--- src/rtl/timer_peripheral_if.sv ---
// timer_peripheral_if: data-memory bus between the CPU and the timer peripheral
interface timer_peripheral_if;
  logic        MemRd;
  logic        MemWr;
  logic [31:0] Address;
  logic [31:0] WriteData;
  logic [31:0] ReadData;
  modport master(output MemRd, MemWr, Address, WriteData, input ReadData);
  modport slave(input MemRd, MemWr, Address, WriteData, output ReadData);
endinterface

--- src/rtl/timer_peripheral.sv ---
// timer_peripheral: reloadable timer with IRQ, LED/switch/7-seg registers and systick
module timer_peripheral #(
  parameter logic [31:0] TH_RESET = 32'h0000_0000,
  parameter logic [31:0] TL_RESET = 32'h0000_0000
) (
  input  logic              clk,
  input  logic              reset,
  timer_peripheral_if.slave bus,
  input  logic [7:0]        switch,
  output logic [7:0]        led,
  output logic [11:0]       digi,
  output logic              IRQ
);
  logic [31:0] th_q, th_d, tl_q, tl_d, tick_q, rdata;
  logic [2:0]  tcon_q, tcon_d, idx;
  logic [7:0]  led_q, led_d;
  logic [11:0] digi_q, digi_d;
  logic        irq_q, hit, we, ovf, set_st;
  assign idx    = bus.Address[4:2];
  assign hit    = bus.Address[31:5] == 27'h200_0000 && idx != 3'd7;
  assign we     = bus.MemWr && hit;
  assign ovf    = tcon_q[0] && &tl_q;
  assign set_st = ovf && tcon_q[1];
  always_comb begin
    th_d   = we && idx == 3'd0 ? bus.WriteData : th_q;
    tl_d   = we && idx == 3'd1 ? bus.WriteData : !tcon_q[0] ? tl_q : ovf ? th_q : tl_q + 32'd1;
    tcon_d = we && idx == 3'd2 ? {tcon_q[2] & bus.WriteData[2], bus.WriteData[1:0]} : tcon_q;
    tcon_d[2] = tcon_d[2] | set_st;
    led_d  = we && idx == 3'd3 ? bus.WriteData[7:0] : led_q;
    digi_d = we && idx == 3'd5 ? bus.WriteData[11:0] : digi_q;
  end
  always_comb begin
    rdata = 32'd0;
    if (bus.MemRd && hit)
      case (idx)
        3'd0:    rdata = th_q;
        3'd1:    rdata = tl_q;
        3'd2:    rdata = {29'd0, tcon_q};
        3'd3:    rdata = {24'd0, led_q};
        3'd4:    rdata = {24'd0, switch};
        3'd5:    rdata = {20'd0, digi_q};
        3'd6:    rdata = tick_q;
        default: rdata = 32'd0;
      endcase
  end
  always_ff @(posedge clk or posedge reset) begin
    if (reset) begin
      th_q   <= TH_RESET;
      tl_q   <= TL_RESET;
      tcon_q <= 3'd0;
      led_q  <= 8'd0;
      digi_q <= 12'd0;
      tick_q <= 32'd0;
      irq_q  <= 1'b0;
    end else begin
      th_q   <= th_d;
      tl_q   <= tl_d;
      tcon_q <= tcon_d;
      led_q  <= led_d;
      digi_q <= digi_d;
      tick_q <= tick_q + 32'd1;
      irq_q  <= tcon_d[1] & tcon_d[2];
    end
  end
  assign bus.ReadData = rdata;
  assign led          = led_q;
  assign digi         = digi_q;
  assign IRQ          = irq_q;
endmodule

--- src/flat_wrapper.sv ---
// flat-port wrapper written by rule: the top's interface ports become plain ports
module timer_peripheral_flat 
#(
  parameter logic [31:0] TH_RESET = 32'h0000_0000,
  parameter logic [31:0] TL_RESET = 32'h0000_0000
)
  (clk, reset, switch, led, digi, IRQ, bus_MemRd, bus_MemWr, bus_Address, bus_WriteData, bus_ReadData);
  timer_peripheral_if bus_i ();
  input  logic clk;
  input  logic reset;
  input  logic [7:0] switch;
  output logic [7:0] led;
  output logic [11:0] digi;
  output logic IRQ;
  input wire logic [$bits(bus_i.MemRd)-1:0] bus_MemRd;
  input wire logic [$bits(bus_i.MemWr)-1:0] bus_MemWr;
  input wire logic [$bits(bus_i.Address)-1:0] bus_Address;
  input wire logic [$bits(bus_i.WriteData)-1:0] bus_WriteData;
  output wire logic [$bits(bus_i.ReadData)-1:0] bus_ReadData;
  assign bus_i.MemRd = bus_MemRd;
  assign bus_i.MemWr = bus_MemWr;
  assign bus_i.Address = bus_Address;
  assign bus_i.WriteData = bus_WriteData;
  assign bus_ReadData = bus_i.ReadData;
  timer_peripheral #(.TH_RESET(TH_RESET), .TL_RESET(TL_RESET)) u_core (.clk(clk), .reset(reset), .bus(bus_i), .switch(switch), .led(led), .digi(digi), .IRQ(IRQ));
endmodule
--- config.mk ---
export PLATFORM = sky130hd
export DESIGN_NAME = timer_peripheral_flat
export DESIGN_NICKNAME = d
export VERILOG_FILES = /design/src/rtl/timer_peripheral_if.sv /design/src/rtl/timer_peripheral.sv /design/src/flat_wrapper.sv
export SDC_FILE = /design/constraint.sdc
export NUM_CORES = 1
export LEC_CHECK = 0
export ABC_AREA = 1
export BUFFER_PORTS_ARGS = -buffer_cell sky130_fd_sc_hd__buf_2
export CAP_MARGIN = 20
export CORE_UTILIZATION = 37
export DETAILED_ROUTE_END_ITERATION = 8
export MAX_ROUTING_LAYER = met4
export PLACE_DENSITY = 0.67
export SLEW_MARGIN = 40
export SYNTH_ARGS = -nofsm -noshare
export SYNTH_HDL_FRONTEND = slang
export SYNTH_SLANG_ARGS = --single-unit
--- constraint.sdc ---
create_clock -name clk -period 3.8 [get_ports clk]
set_clock_uncertainty 0.15 [all_clocks]
set_input_delay 0.76 -clock clk [delete_from_list [all_inputs] [get_ports clk]]
set_output_delay 0.76 -clock clk [all_outputs]
set_load 0.005 [all_outputs]
==> impl_metrics.csv, run 1 <==
group,metric,value,unit
sta,slew_headroom,0.6125,
sta,min_period,3.054,ns
floorplan,ios,129,
setup_path,crit_top_cell,"nand2_1",
setup_path,worst_setup_path_end_kind,"output pin",
place,placed_cells_incl_taps,1526,
floorplan,start_util,0.3769,
setup_path,startpoint,"bus_Address[12]",
cts,post_cts_buffers,0,
routing,drc,0,
sta,worstMarginPinSlew,0.5768,ns
floorplan,core,0.02096,mm^2
grt,antenna_found_initial,0,
setup_path,crit_buf_inv,3,
grt,grt_first_pass_wirelength,40960,um
synth,postSynthNetCount,1235,
routing,vias_per_cell,5.205,
cells_and_area,drive_gt1_frac,0.1641,
sta,final-hold-violation-count,0,
sta,slew_viol_final,0,
place,place_area,0.008820,mm^2
routing,wl,25640,um
cts,cts_resized,0,
setup_path,r2r_cells,9,
setup_path,r2r-end,"u_core.tl_q[30]",
place,port_buffers,126,
status,status,"finished clean",
sta,rsz0062_at_grt,"no",
setup_path,slowest_delay,0.26,ns
cts,hold_buffers,0,
pwr,p_per_area,330.7,mW/mm^2
cells_and_area,regArea,0.003003,mm^2
setup_path,start_kind,"input port",
setup_path,crit_type,"in2out",
cts,insertion_delay,0.43,ns
cells_and_area,final_cells,1555,
setup_path,cp_cell_sequence,"buf_2 -> nor2_1 -> nand2_1 -> nor2_1 -> nand2_1 -> nor2_8 -> nand2_1 -> buf_12 -> a31oi_1 -> buf_2",
pwr,p_leak,4.439,nW
cts,numCtsBuffers,17,
routing,dr_total_vias,8094,
cts,clockBufferDepth,2,
cells_and_area,final_area,0.009418,mm^2
routing,wl_per_cell,16.49,um
cells_and_area,fin_nets,1348,
setup_path,critPathTopFamily,"simple AND/OR/NAND/NOR gates",
synth,ys_types,40,
setup_path,crit_fanout,32,
routing,drtAntennaViolNets,0,
setup_path,rr_startpoint,"u_core.tl_q[0]",
sta,fin_ws,0.7458,ns
place,hpwl,18710,um
cells_and_area,n_fill_cell,2224,
grt,grt_usage,0.2501,
synth,yosysSeqAreaShare,0.3802,
setup_path,required,2.89,ns
sta,fin_crit_sh,0.8037,
worst_hold_path,holdCritPathClass,"in2async",
cts,cts_tree,"built",
cts,cts-root-buf,"clkbuf_16",
sta,max_freq,327.4,MHz
grt,grt_overflow_total,0,
pwr,irDropWorstVdd,0.0002736,V
cts,clk_pin_slew,0.05,ns
sta,setup_viol,0,
cts,cts-htree-levels,4,
synth,synth_seq_cells,120,
routing,drt-initial-drc-count,697,
synth,synthCells,1157,
floorplan,die_area,0.02193,mm^2
floorplan,die_w,148.1,um
setup_path,cp.depth,10,
setup_path,arrival,2.14,ns
setup_path,slowest_stage,"a31oi_1",
pwr,p_total,3.114,mW
setup_path,rrSetupSlack,1.19,ns
synth,synth_warnings,0,
floorplan,num_rows,53,
place,gp_congestion,0.9486,
cells_and_area,multi_input_area,0.004174,mm^2
grt,grt_pass1_vias,7573,
floorplan,die_y,148.1,um
run,maxCapViolations,0,
setup_path,crit_end,"bus_ReadData[31]",
synth,netlist_area,0.007898,mm^2
place,dp_worst_setup_slack,0.6842,ns
grt,grt_max_degree,50,
cells_and_area,area_delta_synth_final,19.25,%
cells_and_area,n_antenna_cell,0,
synth,syn_area_per_cell,6.826,um^2
routing,drt_pass1_iterations,8,
cts,clock_sinks,120,
sta,fin_setup_tns,0,ns
[registers in the layout (all words and copies together) (netlist names)]
name / flops
u_core.th_q: 32
u_core.tcon_q: 3
u_core.tick_q: 32
u_core.led: 8
u_core.tl_q: 32
u_core.digi: 12
u_core.IRQ: 1
[cells in the mapped netlist]
cell type | count | share of area
nor3b_1 | 1 | 0.00095
xnor2_1 | 12 | 0.013
nor2_2 | 5 | 0.0040
inv_2 | 4 | 0.0019
nand4_1 | 55 | 0.044
dfrtp_1 | 120 | 0.38
inv_1 | 114 | 0.054
clkinv_1 | 1 | 0.00047
nand3b_1 | 1 | 0.00095
o21ai_1 | 35 | 0.022
a21oi_1 | 11 | 0.0070
a41oi_1 | 7 | 0.0078
nor2_1 | 108 | 0.051
a221oi_1 | 2 | 0.0022
nor3_2 | 1 | 0.0013
and2_1 | 1 | 0.00079
clkbuf_1 | 9 | 0.0043
a31oi_1 | 20 | 0.016
a22o_1 | 3 | 0.0033
nand3_1 | 119 | 0.075
nand2_2 | 9 | 0.0071
o21bai_2 | 1 | 0.0014
o21ai_2 | 9 | 0.010
nand3_4 | 2 | 0.0044
nor2_8 | 2 | 0.0051
nor4_1 | 1 | 0.00079
xor2_1 | 28 | 0.031
buf_1 | 5 | 0.0024
nor3_1 | 15 | 0.0095
o21bai_1 | 2 | 0.0019
nand2_4 | 2 | 0.0029
o21ai_0 | 10 | 0.0063
buf_6 | 5 | 0.0071
o22ai_1 | 1 | 0.00079
clkbuf_8 | 1 | 0.0017
nor2_4 | 2 | 0.0029
ha_1 | 2 | 0.0032
buf_2 | 27 | 0.017
nand2_1 | 401 | 0.19
buf_4 | 3 | 0.0029
[area by class of cell]
cell class / instances / share of cell area
Inverter: 119 / 0.04783
Sequential cell: 120 / 0.3189
Clock inverter: 9 / 0.01608
Multi-Input combinational cell: 868 / 0.4432
Tap cell: 275 / 0.03654
Clock buffer: 20 / 0.04743
Timing Repair Buffer: 144 / 0.09008
[cells in the final DEF, fill, tap and decap left out, types with 10 or more instances in the layout]
cell type	count
a21oi_1	11
o21ai_0	10
nand4_1	55
nand3_1	119
nor2_1	108
buf_4	12
clkbuf_16	17
xor2_1	28
o21ai_1	35
a31oi_1	20
nand2_1	401
xnor2_1	12
buf_2	126
inv_1	112
nor3_1	15
dfrtp_1	120
[report_power, final]
group	leakage (nW)	total [mW]	internal, mW	switching, mW
registers	1.63	1.28	1.28	0.0000242
clock network	0.292	1.68	1.10	0.585
logic	2.52	0.152	0.0510	0.101
[kinds of logic after synthesis]
kind of cell	count (synthesis)	synth area share
AOI/OAI and AO/OA	101	0.07874
xor gates and xnor gates	40	0.04436
adders and majority gates	2	0.003168
buffers and inverters	169	0.09204
DFF	120	0.3802
and+or+nand+nor	725	0.4015
[stage by stage]
step | hold slack (ns) | utilization
after floorplan | 0.2847 | -
after global placement | 0.3070 | 0.4196
after detailed placement | 0.3187 | 0.4209
after CTS | 0.2158 | 0.4494
after global routing | 0.2331 | 0.4494
final | 0.2105 | 0.4494
[routing by layer]
layer,share of wire,vias up,track usage
met1,0.45,3793,0.3317
met3,0.061,34,0.03773
li1,-,3978,-
met2,0.48,289,0.3920
met4,0.013,0,0.07990
met5,0,-,-
[how the worst min path moves through the flow]
stage / slack, ns / endpoint / cells after the start
2_1_floorplan: 0.28 / u_core.tick_q[0] / 1
3_3_place_gp: 0.31 / u_core.th_q[25] / 2
3_5_place_dp: 0.32 / u_core.tick_q[31] / 1
4_1_cts: 0.22 / u_core.th_q[10] / 2
5_1_grt: 0.23 / u_core.tick_q[7] / 2
6_report: 0.21 / u_core.tick_q[8] / 2
Power figures use the tool's default switching activity.
==> run 2: changes to the inputs <==
clock period = 2.55 ns   (was 3.8 ns; I/O delays follow)
==> impl_metrics.csv, run 2 (synthesis results as in run 1) <==
group,metric,value,unit
cells_and_area,postLayoutCoreUtil,0.4727,
setup_path,worst_setup_path_end_kind,"output pin",
cts,insertion_delay,0.42,ns
floorplan,start_util,0.3769,
routing,drc,0,
cts,cts_tree,"built",
sta,min_period,2.494,ns
routing,drt-initial-drc-count,676,
cells_and_area,largest_registers,"u_core.th_q (32), u_core.tick_q (32), u_core.tl_q (32)",
status,status,"finished clean",
cells_and_area,area_delta_synth_final,25.41,%
cts,clock_sinks,120,
setup_path,rrSetupSlack,0.33,ns
cts,clk_pin_slew,0.06,ns
setup_path,crit_type,"in2out",
cells_and_area,n_antenna_cell,0,
cells_and_area,final_common_cell,"nand2_1",
sta,slew_viol_final,0,
pwr,p_sw_frac,0.2309,
place,place_area,0.009070,mm^2
sta,max_freq,401.0,MHz
cells_and_area,fin_nets,1384,
sta,setup_viol,0,
sta,fin_crit_sh,0.9780,
grt,grt_usage,0.2570,
grt,grt_max_degree,42,
cells_and_area,final_cell_mix,"nand2_1, buf_2, dfrtp_1",
setup_path,r2r_cells,10,
setup_path,startpoint,"bus_Address[7]",
routing,vias_per_cell,5.263,
floorplan,core,0.02096,mm^2
floorplan,ios,129,
sta,final-hold-violation-count,0,
worst_hold_path,holdCritPathClass,"in2reg",
setup_path,crit_fanout,11,
cts,clockBufferDepth,2,
setup_path,required,1.89,ns
pwr,pwr-share-comb,0.050,
floorplan,die_area,0.02193,mm^2
setup_path,rr_startpoint,"u_core.tl_q[1]",
routing,dr_total_vias,8390,
routing,wl,26820,um
cts,numCtsBuffers,17,
floorplan,num_rows,53,
pwr,intPower,3.752,mW
place,gp_congestion,0.9229,
setup_path,start_kind,"input port",
pwr,p_per_area,492.6,mW/mm^2
setup_path,crit_end,"bus_ReadData[7]",
routing,drt_pass1_iterations,6,
cts,cts-root-buf,"clkbuf_16",
run,maxCapViolations,0,
place,hpwl,20030,um
cts,cts-htree-levels,4,
floorplan,die_y,148.1,um
setup_path,r2r-end,"u_core.tl_q[22]",
routing,wl_per_cell,16.82,um
sta,slew_headroom,0.6466,
sta,rsz0062_at_grt,"yes",
cells_and_area,final_area,0.009905,mm^2
pwr,power_frac_clock,0.560,
pwr,p_leak,4.681,nW
grt,grt_pass1_vias,7930,
place,port_buffers,126,
pwr,irDropWorstVdd,0.0003859,V
sta,worstMarginPinSlew,0.5281,ns
routing,drtAntennaViolNets,0,
grt,antenna_found_initial,0,
pwr,switching_power,1.126,mW
grt,grt_first_pass_wirelength,42210,um
cells_and_area,drive_gt1_frac,0.2009,
pwr,seqPwrFrac,0.390,
setup_path,arrival,1.83,ns
grt,grt_overflow_total,0,
floorplan,die_w,148.1,um
run 2: cell count changes in the layout (fill, tap and decap cells not counted), sizes merged:
cell         before  now
buf             144  177
bufinv            4    5
clkbuf           20   19
clkinv            5    4
clkinvlp          2    1
dlygate4sd3       0    1
inv             117  124
run 2: worst min-delay path by stage:
| stage | startpoint | end | slack (ns) | cells after the start |
|---|---|---|---|---|
| after floorplan | u_core.tick_q[0] | u_core.tick_q[0] | 0.28 | 1 |
| after global placement | u_core.th_q[25] | u_core.th_q[25] | 0.31 | 2 |
| after detailed placement | u_core.th_q[25] | u_core.th_q[25] | 0.32 | 2 |
| after CTS | bus_WriteData[1] | u_core.tl_q[1] | 0.17 | 3 |
| after global routing | bus_WriteData[1] | u_core.tl_q[1] | 0.19 | 3 |
| final | bus_WriteData[1] | u_core.tl_q[1] | 0.18 | 3 |
run 2: critical path, stage by stage:
cell	delay, ns
buf_2	0.11
nor2_2	0.10
nand2_1	0.06
nor2_2	0.13
nand2_2	0.11
nor2_8	0.16
nand2_8	0.09
buf_4	0.20
a41oi_1	0.20
buf_2	0.15
run 2: metal layers:
layer,vias up,share of wire,GRT usage
met2,343,0.47,0.4031
met1,3951,0.44,0.3411
met4,0,0.022,0.08866
li1,4053,-,-
met5,-,0,-
met3,43,0.067,0.03436
run 2: final cells by class:
type	instances	area, um^2
multi-input cells	868	4260
well taps	275	344.1
repair buffers	180	1184
clock buffers	17	425.4
inverters	119	450.4
flip-flops and latches	120	3003
clock inverters	15	237.7
fillers	2149	11050
run 2: power groups by stage:
stage / clock network [mW] / registers [mW] / logic [mW]
global placement: 0 / 1.94 / 0.236
CTS: 2.76 / 1.90 / 0.240
finish: 2.73 / 1.90 / 0.243
global route: 2.84 / 1.90 / 0.268
detailed placement: 0 / 1.94 / 0.238
floorplan: 0 / 1.94 / 0.0941
run 2: timing repair:
item	CTS	global route
endpoints found under the setup margin	5	15
hold buffers	1	0
gates cloned	0	2
pin swaps	0	11
setup buffers	0	2
gates resized for setup	5	15
endpoints found under the hold margin	11	0
run 2: metrics by stage:
| stage | power, mW | hold slack, ns | TNS, ns | std cells | setup slack (ns) |
|---|---|---|---|---|---|
| 6_report | 4.879 | 0.1796 | 0 | 1594 | 0.05616 |
| 5_1_grt | 5.014 | 0.1921 | -0.03363 | 1594 | -0.009940 |
| 4_1_cts | 4.904 | 0.1723 | 0 | 1590 | 0.03583 |
| 3_5_place_dp | 2.177 | 0.3172 | -0.05987 | 1557 | -0.03223 |
| 3_3_place_gp | 2.175 | 0.3075 | -0.02810 | 1557 | -0.02810 |
| 2_1_floorplan | 2.034 | 0.2847 | 0 | 1157 | 0.3522 |
==> run 3: changes to the inputs <==
CAP_MARGIN = not set   (was 20)
CELL_PAD_IN_SITES_DETAIL_PLACEMENT = 1   (was not set)
CELL_PAD_IN_SITES_GLOBAL_PLACEMENT = 1   (was not set)
CTS_CLUSTER_DIAMETER = 150   (was not set)
PLACE_DENSITY = 0.86   (was 0.67)
==> impl_metrics.csv, run 3 (synthesis results as in run 1) <==
group,metric,value,unit
sta,max_freq,401.7,MHz
cells_and_area,largest_registers,"u_core.th_q (32), u_core.tick_q (32), u_core.tl_q (32)",
cells_and_area,final_cell_mix,"nand2_1, buf_2, dfrtp_1",
floorplan,ios,129,
setup_path,worst_setup_path_end_kind,"output pin",
sta,fin_crit_sh,0.9763,
floorplan,start_util,0.3769,
setup_path,arrival,1.83,ns
grt,antenna_found_initial,0,
floorplan,num_rows,53,
cells_and_area,final_common_cell,"nand2_1",
routing,vias_per_cell,5.440,
cells_and_area,fin_nets,1373,
cts,clk_pin_slew,0.06,ns
routing,wl_met2,14680,um
grt,grt_max_degree,54,
floorplan,core,0.02096,mm^2
routing,top_layer_used,"met4",
floorplan,die_w,148.1,um
cts,cts_tree,"built",
pwr,p_total,4.802,mW
routing,wl,29910,um
setup_path,r2r_cells,8,
sta,slew_viol_final,0,
place,hpwl,21890,um
routing,drt_pass1_iterations,6,
routing,drc,0,
sta,worstMarginPinSlew,0.6902,ns
cts,clock_sinks,120,
setup_path,rr_startpoint,"u_core.tl_q[17]",
cells_and_area,n_antenna_cell,0,
setup_path,rrSetupSlack,0.18,ns
sta,slew_headroom,0.5394,
pwr,p_leak,4.608,nW
cells_and_area,area_delta_synth_final,23.67,%
sta,min_period,2.490,ns
routing,wl_per_cell,18.90,um
routing,wirelength_met1,12480,um
cts,cts-htree-levels,4,
cts,cts-root-buf,"clkbuf_16",
cts,numCtsBuffers,17,
status,status,"complete, but fails checks",
sta,rsz0062_at_grt,"yes",
cells_and_area,drive_gt1_frac,0.1911,
cts,clockBufferDepth,2,
grt,grt_overflow_total,0,
grt,grt_first_pass_wirelength,48180,um
setup_path,crit_fanout,32,
setup_path,r2r-end,"u_core.tl_q[26]",
routing,wl_met3,1685,um
status,violations,"negative hold slack",
routing,drt-initial-drc-count,518,
setup_path,required,1.89,ns
routing,dr_total_vias,8611,
cts,post_cts_buffers,0,
place,port_buffers,126,
grt,grt_pass1_vias,9113,
floorplan,die_area,0.02193,mm^2
floorplan,die_y,148.1,um
place,gp_congestion,0.9573,
pwr,irDropWorstVdd,0.0003975,V
setup_path,crit_type,"in2out",
cells_and_area,n_fill_cell,2755,
sta,setup_viol,0,
sta,final-hold-violation-count,8,
sta,fin_setup_tns,0,ns
sta,holdWs,-0.01123,ns
cts,insertion_delay,0.44,ns
worst_hold_path,holdCritPathClass,"in2async",
cts,cts_resized,4,
grt,grt_usage,0.2931,
routing,drtAntennaViolNets,0,
cts,hold_buffers,0,
run,maxCapViolations,0,
setup_path,start_kind,"input port",
pwr,p_per_area,491.7,mW/mm^2
run 3: cell types whose count changed in the layout (fill, tap and decap cells not counted), sizes merged, moves of 2 or more:
| cell | before | now |
|---|---|---|
| clkinvlp | 1 | 3 |
| clkinv | 4 | 2 |
| inv | 124 | 126 |
| clkbuf | 19 | 17 |
| buf | 177 | 169 |
| bufinv | 5 | 3 |
run 3: worst max path at each step:
stage / startpoint / to / slack, ns / cells past startpoint
finish: bus_Address[28] / bus_ReadData[30] / 0.06 / 10
global route: bus_Address[29] / bus_ReadData[9] / -0.04 / 10
CTS: bus_Address[28] / bus_ReadData[10] / 0.0003 / 10
detailed placement: bus_Address[28] / bus_ReadData[13] / -0.02 / 10
global placement: bus_Address[28] / bus_ReadData[13] / 0.02 / 10
floorplan: bus_Address[28] / bus_ReadData[10] / 0.35 / 8
run 3: worst max-delay path: stages:
cell and delay, ns:
buf_2 0.10, nor2_1 0.09, nand2_1 0.07, nor2_2 0.14, nand2_2 0.10, nor2_8 0.11
nand2_1 0.08, buf_12 0.18, a31oi_1 0.25, buf_2 0.17
run 3: routing by layer:
metal	vias to the layer above	track usage
li1	4007	-
met1	4218	0.3508
met2	306	0.4826
met3	80	0.05061
met4	0	0.1320
met5	-	-
run 3: report_power, final:
| part | leakage, nW | internal, mW | switching [mW] |
|---|---|---|---|
| Combinational | 2.68 | 0.0879 | 0.161 |
| Sequential | 1.63 | 1.90 | 0.0000421 |
| Clock | 0.304 | 1.58 | 1.07 |
run 3: area by class of cell:
type	instances	area (um^2)	share of cell area
clock inverter	15	207.7	0.02127
timing repair buffer	169	1104	0.1130
clock buffer	17	425.4	0.04356
inverter	119	450.4	0.04612
sequential	120	3003	0.3075
tap	275	344.1	0.03523
multi-input combinational	868	4233	0.4334
run 3: metrics by stage:
| stage | instances | setup slack [ns] | utilization | cell area, um^2 |
|---|---|---|---|---|
| 5_1_grt | 1583 | -0.03845 | 0.4661 | 9767 |
| 2_1_floorplan | 1157 | 0.3522 | - | 7901 |
| 3_3_place_gp | 1551 | 0.01620 | 0.4331 | 9075 |
| 3_5_place_dp | 1551 | -0.02410 | 0.4331 | 9075 |
| 4_1_cts | 1583 | 0.0002622 | 0.4645 | 9733 |
| 6_report | 1583 | 0.06038 | 0.4661 | 9767 |
